===== config.mk =====
export PLATFORM = sky130hd
export DESIGN_NAME = data_mem_access_ctrl_flat
export DESIGN_NICKNAME = d
export VERILOG_FILES = /design/src/rtl/data_mem_access_ctrl_pkg.sv /design/src/rtl/data_mem_access_ctrl_if.sv /design/src/rtl/data_mem_access_ctrl_mem_data_align.sv /design/src/rtl/data_mem_access_ctrl.sv /design/src/flat_wrapper.sv
export SDC_FILE = /design/constraint.sdc
export NUM_CORES = 1
export LEC_CHECK = 0
export CAP_MARGIN = 30
export CORE_UTILIZATION = 30
export DETAILED_ROUTE_END_ITERATION = 12
export PLACE_DENSITY = 0.6
export SYNTH_ARGS = -nofsm -noshare
export SYNTH_HDL_FRONTEND = slang
export SYNTH_SLANG_ARGS = --single-unit

===== constraint.sdc =====
create_clock -name clk -period 2.2 [get_ports clk]
set_clock_uncertainty 0.1 [all_clocks]
set_input_delay 0.66 -clock clk [delete_from_list [all_inputs] [get_ports clk]]
set_output_delay 0.66 -clock clk [all_outputs]
set_load 0.02 [all_outputs]

===== src/rtl/data_mem_access_ctrl_pkg.sv =====
// data_mem_access_ctrl_pkg: access sizes, FSM encodings and shared helpers.
// Revision 1.0
`default_nettype none

package data_mem_access_ctrl_pkg;

   localparam logic [1:0] SIZE_BYTE = 2'b00;
   localparam logic [1:0] SIZE_HALF = 2'b01;
   localparam logic [1:0] SIZE_WORD = 2'b10;

   localparam logic [2:0] ST_IDLE   = 3'd0;
   localparam logic [2:0] ST_LOAD   = 3'd1;
   localparam logic [2:0] ST_STORE  = 3'd2;
   localparam logic [2:0] ST_RMW_RD = 3'd3;
   localparam logic [2:0] ST_RMW_WR = 3'd4;
   localparam logic [2:0] ST_RESP   = 3'd5;

   localparam logic [31:0] WORD_ZERO = 32'h0000_0000;

   // Size code 11 is an alias for a word access.
   function automatic logic is_word(input logic [1:0] size);
      return (size == SIZE_WORD) || (size == 2'b11);
   endfunction

   function automatic logic is_misaligned(input logic [1:0] size, input logic [1:0] addr_lo);
      if (is_word(size))
         return addr_lo != 2'b00;
      else if (size == SIZE_HALF)
         return addr_lo[0];
      else
         return 1'b0;
   endfunction

endpackage

`default_nettype wire


===== src/rtl/data_mem_access_ctrl_if.sv =====
// data_mem_access_ctrl_if: CPU request/response channel plus data_mem bus.
// Revision 1.0
`default_nettype none

interface data_mem_access_ctrl_if;

   logic        req_valid;
   logic        req_ready;
   logic        req_write;
   logic [1:0]  req_size;
   logic        req_signed;
   logic [31:0] req_addr;
   logic [31:0] req_wdata;
   logic        resp_valid;
   logic [31:0] resp_rdata;
   logic        resp_err;
   logic [31:0] address;
   logic [31:0] write_data;
   logic [31:0] read_data;
   logic        mem_read;
   logic        mem_write;

   // master: the environment (CPU datapath and memory); slave: the controller
   modport master (
      output req_valid, req_write, req_size, req_signed, req_addr, req_wdata, read_data,
      input  req_ready, resp_valid, resp_rdata, resp_err,
             address, write_data, mem_read, mem_write
   );

   modport slave (
      input  req_valid, req_write, req_size, req_signed, req_addr, req_wdata, read_data,
      output req_ready, resp_valid, resp_rdata, resp_err,
             address, write_data, mem_read, mem_write
   );

endinterface

`default_nettype wire


===== src/rtl/data_mem_access_ctrl_mem_data_align.sv =====
// mem_data_align: big-endian load extraction/extension and sub-word store merge.
// Revision 1.0
`default_nettype none

module mem_data_align
   import data_mem_access_ctrl_pkg::*;
(
   input  wire logic [1:0]  i_size,
   input  wire logic        i_signed,
   input  wire logic [31:0] i_rdata,
   input  wire logic [31:0] i_wdata,
   output logic      [31:0] o_load_data,
   output logic      [31:0] o_merged
);

   // The addressed byte/half always sits in the top of the returned word.
   always_comb begin
      o_load_data = i_rdata;
      o_merged    = i_wdata;
      if (i_size == SIZE_BYTE) begin
         o_load_data = {{24{i_signed & i_rdata[31]}}, i_rdata[31:24]};
         o_merged    = {i_wdata[7:0], i_rdata[23:0]};
      end else if (i_size == SIZE_HALF) begin
         o_load_data = {{16{i_signed & i_rdata[31]}}, i_rdata[31:16]};
         o_merged    = {i_wdata[15:0], i_rdata[15:0]};
      end
   end

endmodule

`default_nettype wire


===== src/rtl/data_mem_access_ctrl.sv =====
// data_mem_access_ctrl: load/store controller for big-endian data_mem; optional MEM_ALIGN_CHECK_EN.
// Revision 1.0
`default_nettype none

module data_mem_access_ctrl
   import data_mem_access_ctrl_pkg::*;
(
   input  wire logic             clk,
   input  wire logic             rst,
   data_mem_access_ctrl_if.slave bus
);

   logic [2:0]  state_q,  state_d;
   logic [31:0] addr_q,   addr_d;
   logic [31:0] wdata_q,  wdata_d;
   logic [31:0] merged_q, merged_d;
   logic [31:0] rdata_q,  rdata_d;
   logic [1:0]  size_q,   size_d;
   logic        sext_q,   sext_d;
   logic        err_q,    err_d;

   logic        w_misaligned;
   logic [31:0] w_load_data;
   logic [31:0] w_merged;

`ifdef MEM_ALIGN_CHECK_EN
   assign w_misaligned = is_misaligned(bus.req_size, bus.req_addr[1:0]);
`else
   assign w_misaligned = 1'b0;
`endif

   mem_data_align u_align (
      .i_size      (size_q),
      .i_signed    (sext_q),
      .i_rdata     (bus.read_data),
      .i_wdata     (wdata_q),
      .o_load_data (w_load_data),
      .o_merged    (w_merged)
   );

   always_comb begin
      state_d  = state_q;
      addr_d   = addr_q;
      wdata_d  = wdata_q;
      merged_d = merged_q;
      rdata_d  = rdata_q;
      size_d   = size_q;
      sext_d   = sext_q;
      err_d    = err_q;
      case (state_q)
         ST_IDLE: begin
            if (bus.req_valid) begin
               addr_d  = bus.req_addr;
               wdata_d = bus.req_wdata;
               size_d  = bus.req_size;
               sext_d  = bus.req_signed;
               rdata_d = WORD_ZERO;
               err_d   = w_misaligned;
               if (w_misaligned)
                  state_d = ST_RESP;
               else if (!bus.req_write)
                  state_d = ST_LOAD;
               else if (is_word(bus.req_size))
                  state_d = ST_STORE;
               else
                  state_d = ST_RMW_RD;
            end
         end
         ST_LOAD: begin
            rdata_d = w_load_data;
            state_d = ST_RESP;
         end
         ST_STORE:  state_d = ST_RESP;
         ST_RMW_RD: begin
            merged_d = w_merged;
            state_d  = ST_RMW_WR;
         end
         ST_RMW_WR: state_d = ST_RESP;
         ST_RESP: begin
            // Response fields are only meaningful during the pulse.
            rdata_d = WORD_ZERO;
            err_d   = 1'b0;
            state_d = ST_IDLE;
         end
         default: state_d = ST_IDLE;
      endcase
   end

   always_ff @(posedge clk) begin
      if (rst) begin
         state_q  <= ST_IDLE;
         addr_q   <= WORD_ZERO;
         wdata_q  <= WORD_ZERO;
         merged_q <= WORD_ZERO;
         rdata_q  <= WORD_ZERO;
         size_q   <= SIZE_BYTE;
         sext_q   <= 1'b0;
         err_q    <= 1'b0;
      end else begin
         state_q  <= state_d;
         addr_q   <= addr_d;
         wdata_q  <= wdata_d;
         merged_q <= merged_d;
         rdata_q  <= rdata_d;
         size_q   <= size_d;
         sext_q   <= sext_d;
         err_q    <= err_d;
      end
   end

   // Memory strobes come straight from the current state so an in-flight write
   // still lands on the edge where reset is sampled.
   always_comb begin
      bus.address    = WORD_ZERO;
      bus.write_data = WORD_ZERO;
      bus.mem_read   = 1'b0;
      bus.mem_write  = 1'b0;
      case (state_q)
         ST_LOAD, ST_RMW_RD: begin
            bus.mem_read = 1'b1;
            bus.address  = addr_q;
         end
         ST_STORE: begin
            bus.mem_write  = 1'b1;
            bus.address    = addr_q;
            bus.write_data = wdata_q;
         end
         ST_RMW_WR: begin
            bus.mem_write  = 1'b1;
            bus.address    = addr_q;
            bus.write_data = merged_q;
         end
         default: ;
      endcase
   end

   assign bus.req_ready  = (state_q == ST_IDLE);
   assign bus.resp_valid = (state_q == ST_RESP);
   assign bus.resp_rdata = rdata_q;
   assign bus.resp_err   = err_q;

endmodule

`default_nettype wire


===== src/flat_wrapper.sv =====
// flat-port wrapper written by rule: the top's interface ports become plain ports
module data_mem_access_ctrl_flat import data_mem_access_ctrl_pkg::*;
  (clk, rst, bus_req_valid, bus_req_write, bus_req_size, bus_req_signed, bus_req_addr, bus_req_wdata, bus_read_data, bus_req_ready, bus_resp_valid, bus_resp_rdata, bus_resp_err, bus_address, bus_write_data, bus_mem_read, bus_mem_write);
  data_mem_access_ctrl_if bus_i ();
  input  wire logic clk;
  input  wire logic rst;
  input wire logic [$bits(bus_i.req_valid)-1:0] bus_req_valid;
  input wire logic [$bits(bus_i.req_write)-1:0] bus_req_write;
  input wire logic [$bits(bus_i.req_size)-1:0] bus_req_size;
  input wire logic [$bits(bus_i.req_signed)-1:0] bus_req_signed;
  input wire logic [$bits(bus_i.req_addr)-1:0] bus_req_addr;
  input wire logic [$bits(bus_i.req_wdata)-1:0] bus_req_wdata;
  input wire logic [$bits(bus_i.read_data)-1:0] bus_read_data;
  output wire logic [$bits(bus_i.req_ready)-1:0] bus_req_ready;
  output wire logic [$bits(bus_i.resp_valid)-1:0] bus_resp_valid;
  output wire logic [$bits(bus_i.resp_rdata)-1:0] bus_resp_rdata;
  output wire logic [$bits(bus_i.resp_err)-1:0] bus_resp_err;
  output wire logic [$bits(bus_i.address)-1:0] bus_address;
  output wire logic [$bits(bus_i.write_data)-1:0] bus_write_data;
  output wire logic [$bits(bus_i.mem_read)-1:0] bus_mem_read;
  output wire logic [$bits(bus_i.mem_write)-1:0] bus_mem_write;
  assign bus_i.req_valid = bus_req_valid;
  assign bus_i.req_write = bus_req_write;
  assign bus_i.req_size = bus_req_size;
  assign bus_i.req_signed = bus_req_signed;
  assign bus_i.req_addr = bus_req_addr;
  assign bus_i.req_wdata = bus_req_wdata;
  assign bus_i.read_data = bus_read_data;
  assign bus_req_ready = bus_i.req_ready;
  assign bus_resp_valid = bus_i.resp_valid;
  assign bus_resp_rdata = bus_i.resp_rdata;
  assign bus_resp_err = bus_i.resp_err;
  assign bus_address = bus_i.address;
  assign bus_write_data = bus_i.write_data;
  assign bus_mem_read = bus_i.mem_read;
  assign bus_mem_write = bus_i.mem_write;
  data_mem_access_ctrl u_core (.clk(clk), .rst(rst), .bus(bus_i));
endmodule

==> results.cfg <==
[critical_path]
path_max_fanout = 8
worst_path_most_repeated_cell = buf_6
worstPathRequired_ns = 1.44
startpoint = u_core.state_q[1]
end_kind = primary output
r2r_setup_slack_ns = 0.22
worst_path_max_delay_cell = dfxtp_2
crit_type = reg2out
r2r_start = u_core.state_q[1]
crit_chain = buf_6, o21a_4, nor2_4, buf_6, clkbuf_16, and2_4, buf_6
slowest_delay_ns = 0.32
worst_setup_path_start_kind = flip-flop
critPathArrivalTime_ns = 1.72

[final_layout]
final_nets = 1030
antenna_cells = 0
mostFrequentLayoutCell = nand2_1
area_growth_pct = 58.7
drive_above_1_share = 0.232
fillers = 1885
final_cell_mix = nand2_1 (167), dfxtp_1 (130), clkdlybuf4s50_1 (126), a21oi_1 (85), buf_6 (71)
post-route-util = 0.493

[power]
power_switching_uw = 2000
internal_power_uw = 5480
p_leak_uw = 0.00376
ir_drop_mv = 0.549
seq_power_share = 0.361
power.density_mw_per_mm2 = 770
swShare = 0.267
comb_power_share = 0.226
clock_power_share = 0.413

[die]
num_rows = 51
dieHeight_um = 145
die-area_mm2 = 0.0210
die-width_um = 145
initial_core_util = 0.310
core_area_mm2 = 0.0197
ios = 204

[sta]
tns_ns = -15.96
setup_violations = 66
finalMaxSlewViolations = 0
min_period_ns = 2.48
fmax_ghz = 0.404
fin_ws_ns = -0.275
rsz0062_at_grt = true
hold_violations = 0
fin_crit_sh = 1.13
holdWs_ns = 0.353

[detailed_routing]
first_iter_violations = 271
wl_per_cell_um = 17.4
viasPerCell = 4.79
via_count = 5776
drc = 0
wl_mm = 20.9
drtAntennaViolNets = 0
dr.pass1.iters = 4

[yosys]
synth-seq-cells = 134
yosysTopAreaCell = dfxtp_1
netlist_instances = 717
synth_nets = 820
avgSynthCellArea_um2 = 8.54
synthTopCellsByArea = dfxtp_1 (44%), nand2_1 (10%), a22o_1 (9.0%), a21oi_1 (6.9%), mux2i_1 (3.9%)
synth_top_area_frac = 0.438
seq_area_frac_synth = 0.438
yosysWarnings = 0
ys_types = 37
synthesis.area_mm2 = 0.00612

[placed_design]
gp_congestion = 0.744
portBuffers = 202
dp_hpwl_mm = 14.1

[cts]
cts_buffers = 17
cts.path.max_buffers = 2
insertion_delay_ns = 0.41
root_buffer = clkbuf_16
htree_levels = 4
clock_sinks = 134
clkTransAtPathRegs_ns = 0.06
cts_tree = done

[global_route]
grt_pass1_vias = 5529
overflow = 0
antenna_found_initial = 2
grt_usage = 0.199
grt_max_degree = 87
grt_pass1_wl_mm = 31.3

[job]
max_cap_viol_count = 0

[status]
violations = setup timing
run_status = finished with violations

[worst_hold_path]
hp-start = u_core.addr_q[0]
hold_path_class = reg2reg
==> worst max-delay path, delay by kind of cell, from the launching register on <==
| family | cells | cell delay [ns] |
|---|---|---|
| flip-flops | 1 | 0.32 |
| AND/OR/NAND/NOR | 2 | 0.26 |
| buffers and inverters | 4 | 0.52 |
| AO/OA/AOI/OAI | 1 | 0.20 |
==> stage by stage <==
stage               power [µW]  cells  instance area, µm²  setup WS, ns
floorplan                 3460    717                6130        0.0805
global placement          4170   1163                8640        -0.310
detailed placement        4170   1163                8640        -0.313
CTS                       7470   1203                9590        -0.317
global route              7810   1205                9720        -0.355
finish                    7480   1205                9720        -0.275
==> layer usage <==
| layer | vias up | track usage | wire [µm] |
|---|---|---|---|
| met5 | - | 0 | 27 |
| met4 | 4 | 0.0416 | 157 |
| met3 | 18 | 0.0704 | 1670 |
| met2 | 188 | 0.316 | 9540 |
| met1 | 2667 | 0.260 | 9540 |
| li1 | 2899 | - | - |
==> registers in the layout, indices dropped and copies added (netlist names) <==
name	cells
u_core.addr_q	32
u_core.bus.resp_rdata	32
u_core.merged_q	32
u_core.sext_q	1
u_core.size_q	2
u_core.state_q	3
u_core.wdata_q	32
==> kinds of logic (layout without fill, tap and decap cells) <==
kind of cell,count (synthesis),after routing,share of synthesized area
mux,40,40,0.0687
other cells,1,1,0.000613
flops,134,134,0.438
buf+inv,67,290,0.0578
compound gates,202,202,0.222
simple gates,273,273,0.212
==> repair_timing <==
item                                    CTS  global route
hold buffers                              0             0
resized for setup                       430            24
pin swaps                                34            31
cloned                                    4             2
buffers inserted                          4             0
endpoints found under the setup margin   68            75
==> final cells by class <==
class                   count  area, µm²  area share
clock inverters             7        141      0.0146
repair buffers            256       2830       0.292
clock buffers              25        495      0.0510
flip-flops and latches    134       2690       0.277
inverters                   2       7.51    0.000773
well taps                 265        332      0.0341
multi-input cells         516       3220       0.331
==> cells in the mapped netlist <==
cell,number
nor2_4,1
and3_1,1
nand3b_1,1
dfxtp_1,134
nand2_1,167
nor3b_2,2
and3b_1,1
a21oi_2,1
clkbuf_1,27
o211ai_1,16
a221oi_4,1
or4b_1,1
and2_1,32
nor4b_4,1
mux2_2,16
o21ai_0,17
a22o_1,63
buf_2,22
a21boi_0,1
nor3_2,2
nor2_1,19
nor3b_1,1
or4b_4,1
o2bb2ai_1,1
o21a_1,1
a21oi_1,85
a211oi_1,16
nand2b_1,31
conb_1,1
inv_1,2
buf_6,4
and2b_1,1
nor2b_1,8
buf_4,12
nor3_1,2
mux2i_1,24
or2_2,1
==> power groups by stage <==
stage | Clock, µW | Sequential, µW | Combinational, µW
2_1_floorplan | 0 | 2730 | 725
4_1_cts | 3130 | 2700 | 1630
3_5_place_dp | 0 | 2750 | 1430
6_report | 3090 | 2700 | 1690
3_3_place_gp | 0 | 2750 | 1420
5_1_grt | 3270 | 2720 | 1820
==> final timing paths <==
kind / end / depth (start not counted)
setup reg to reg: u_core.wdata_q[12] / 6
setup / recovery: bus_address[25] / 7
hold reg to reg: u_core.addr_q[0] / 2
hold / removal: u_core.addr_q[0] / 2
(Power assumes the default switching activity.)
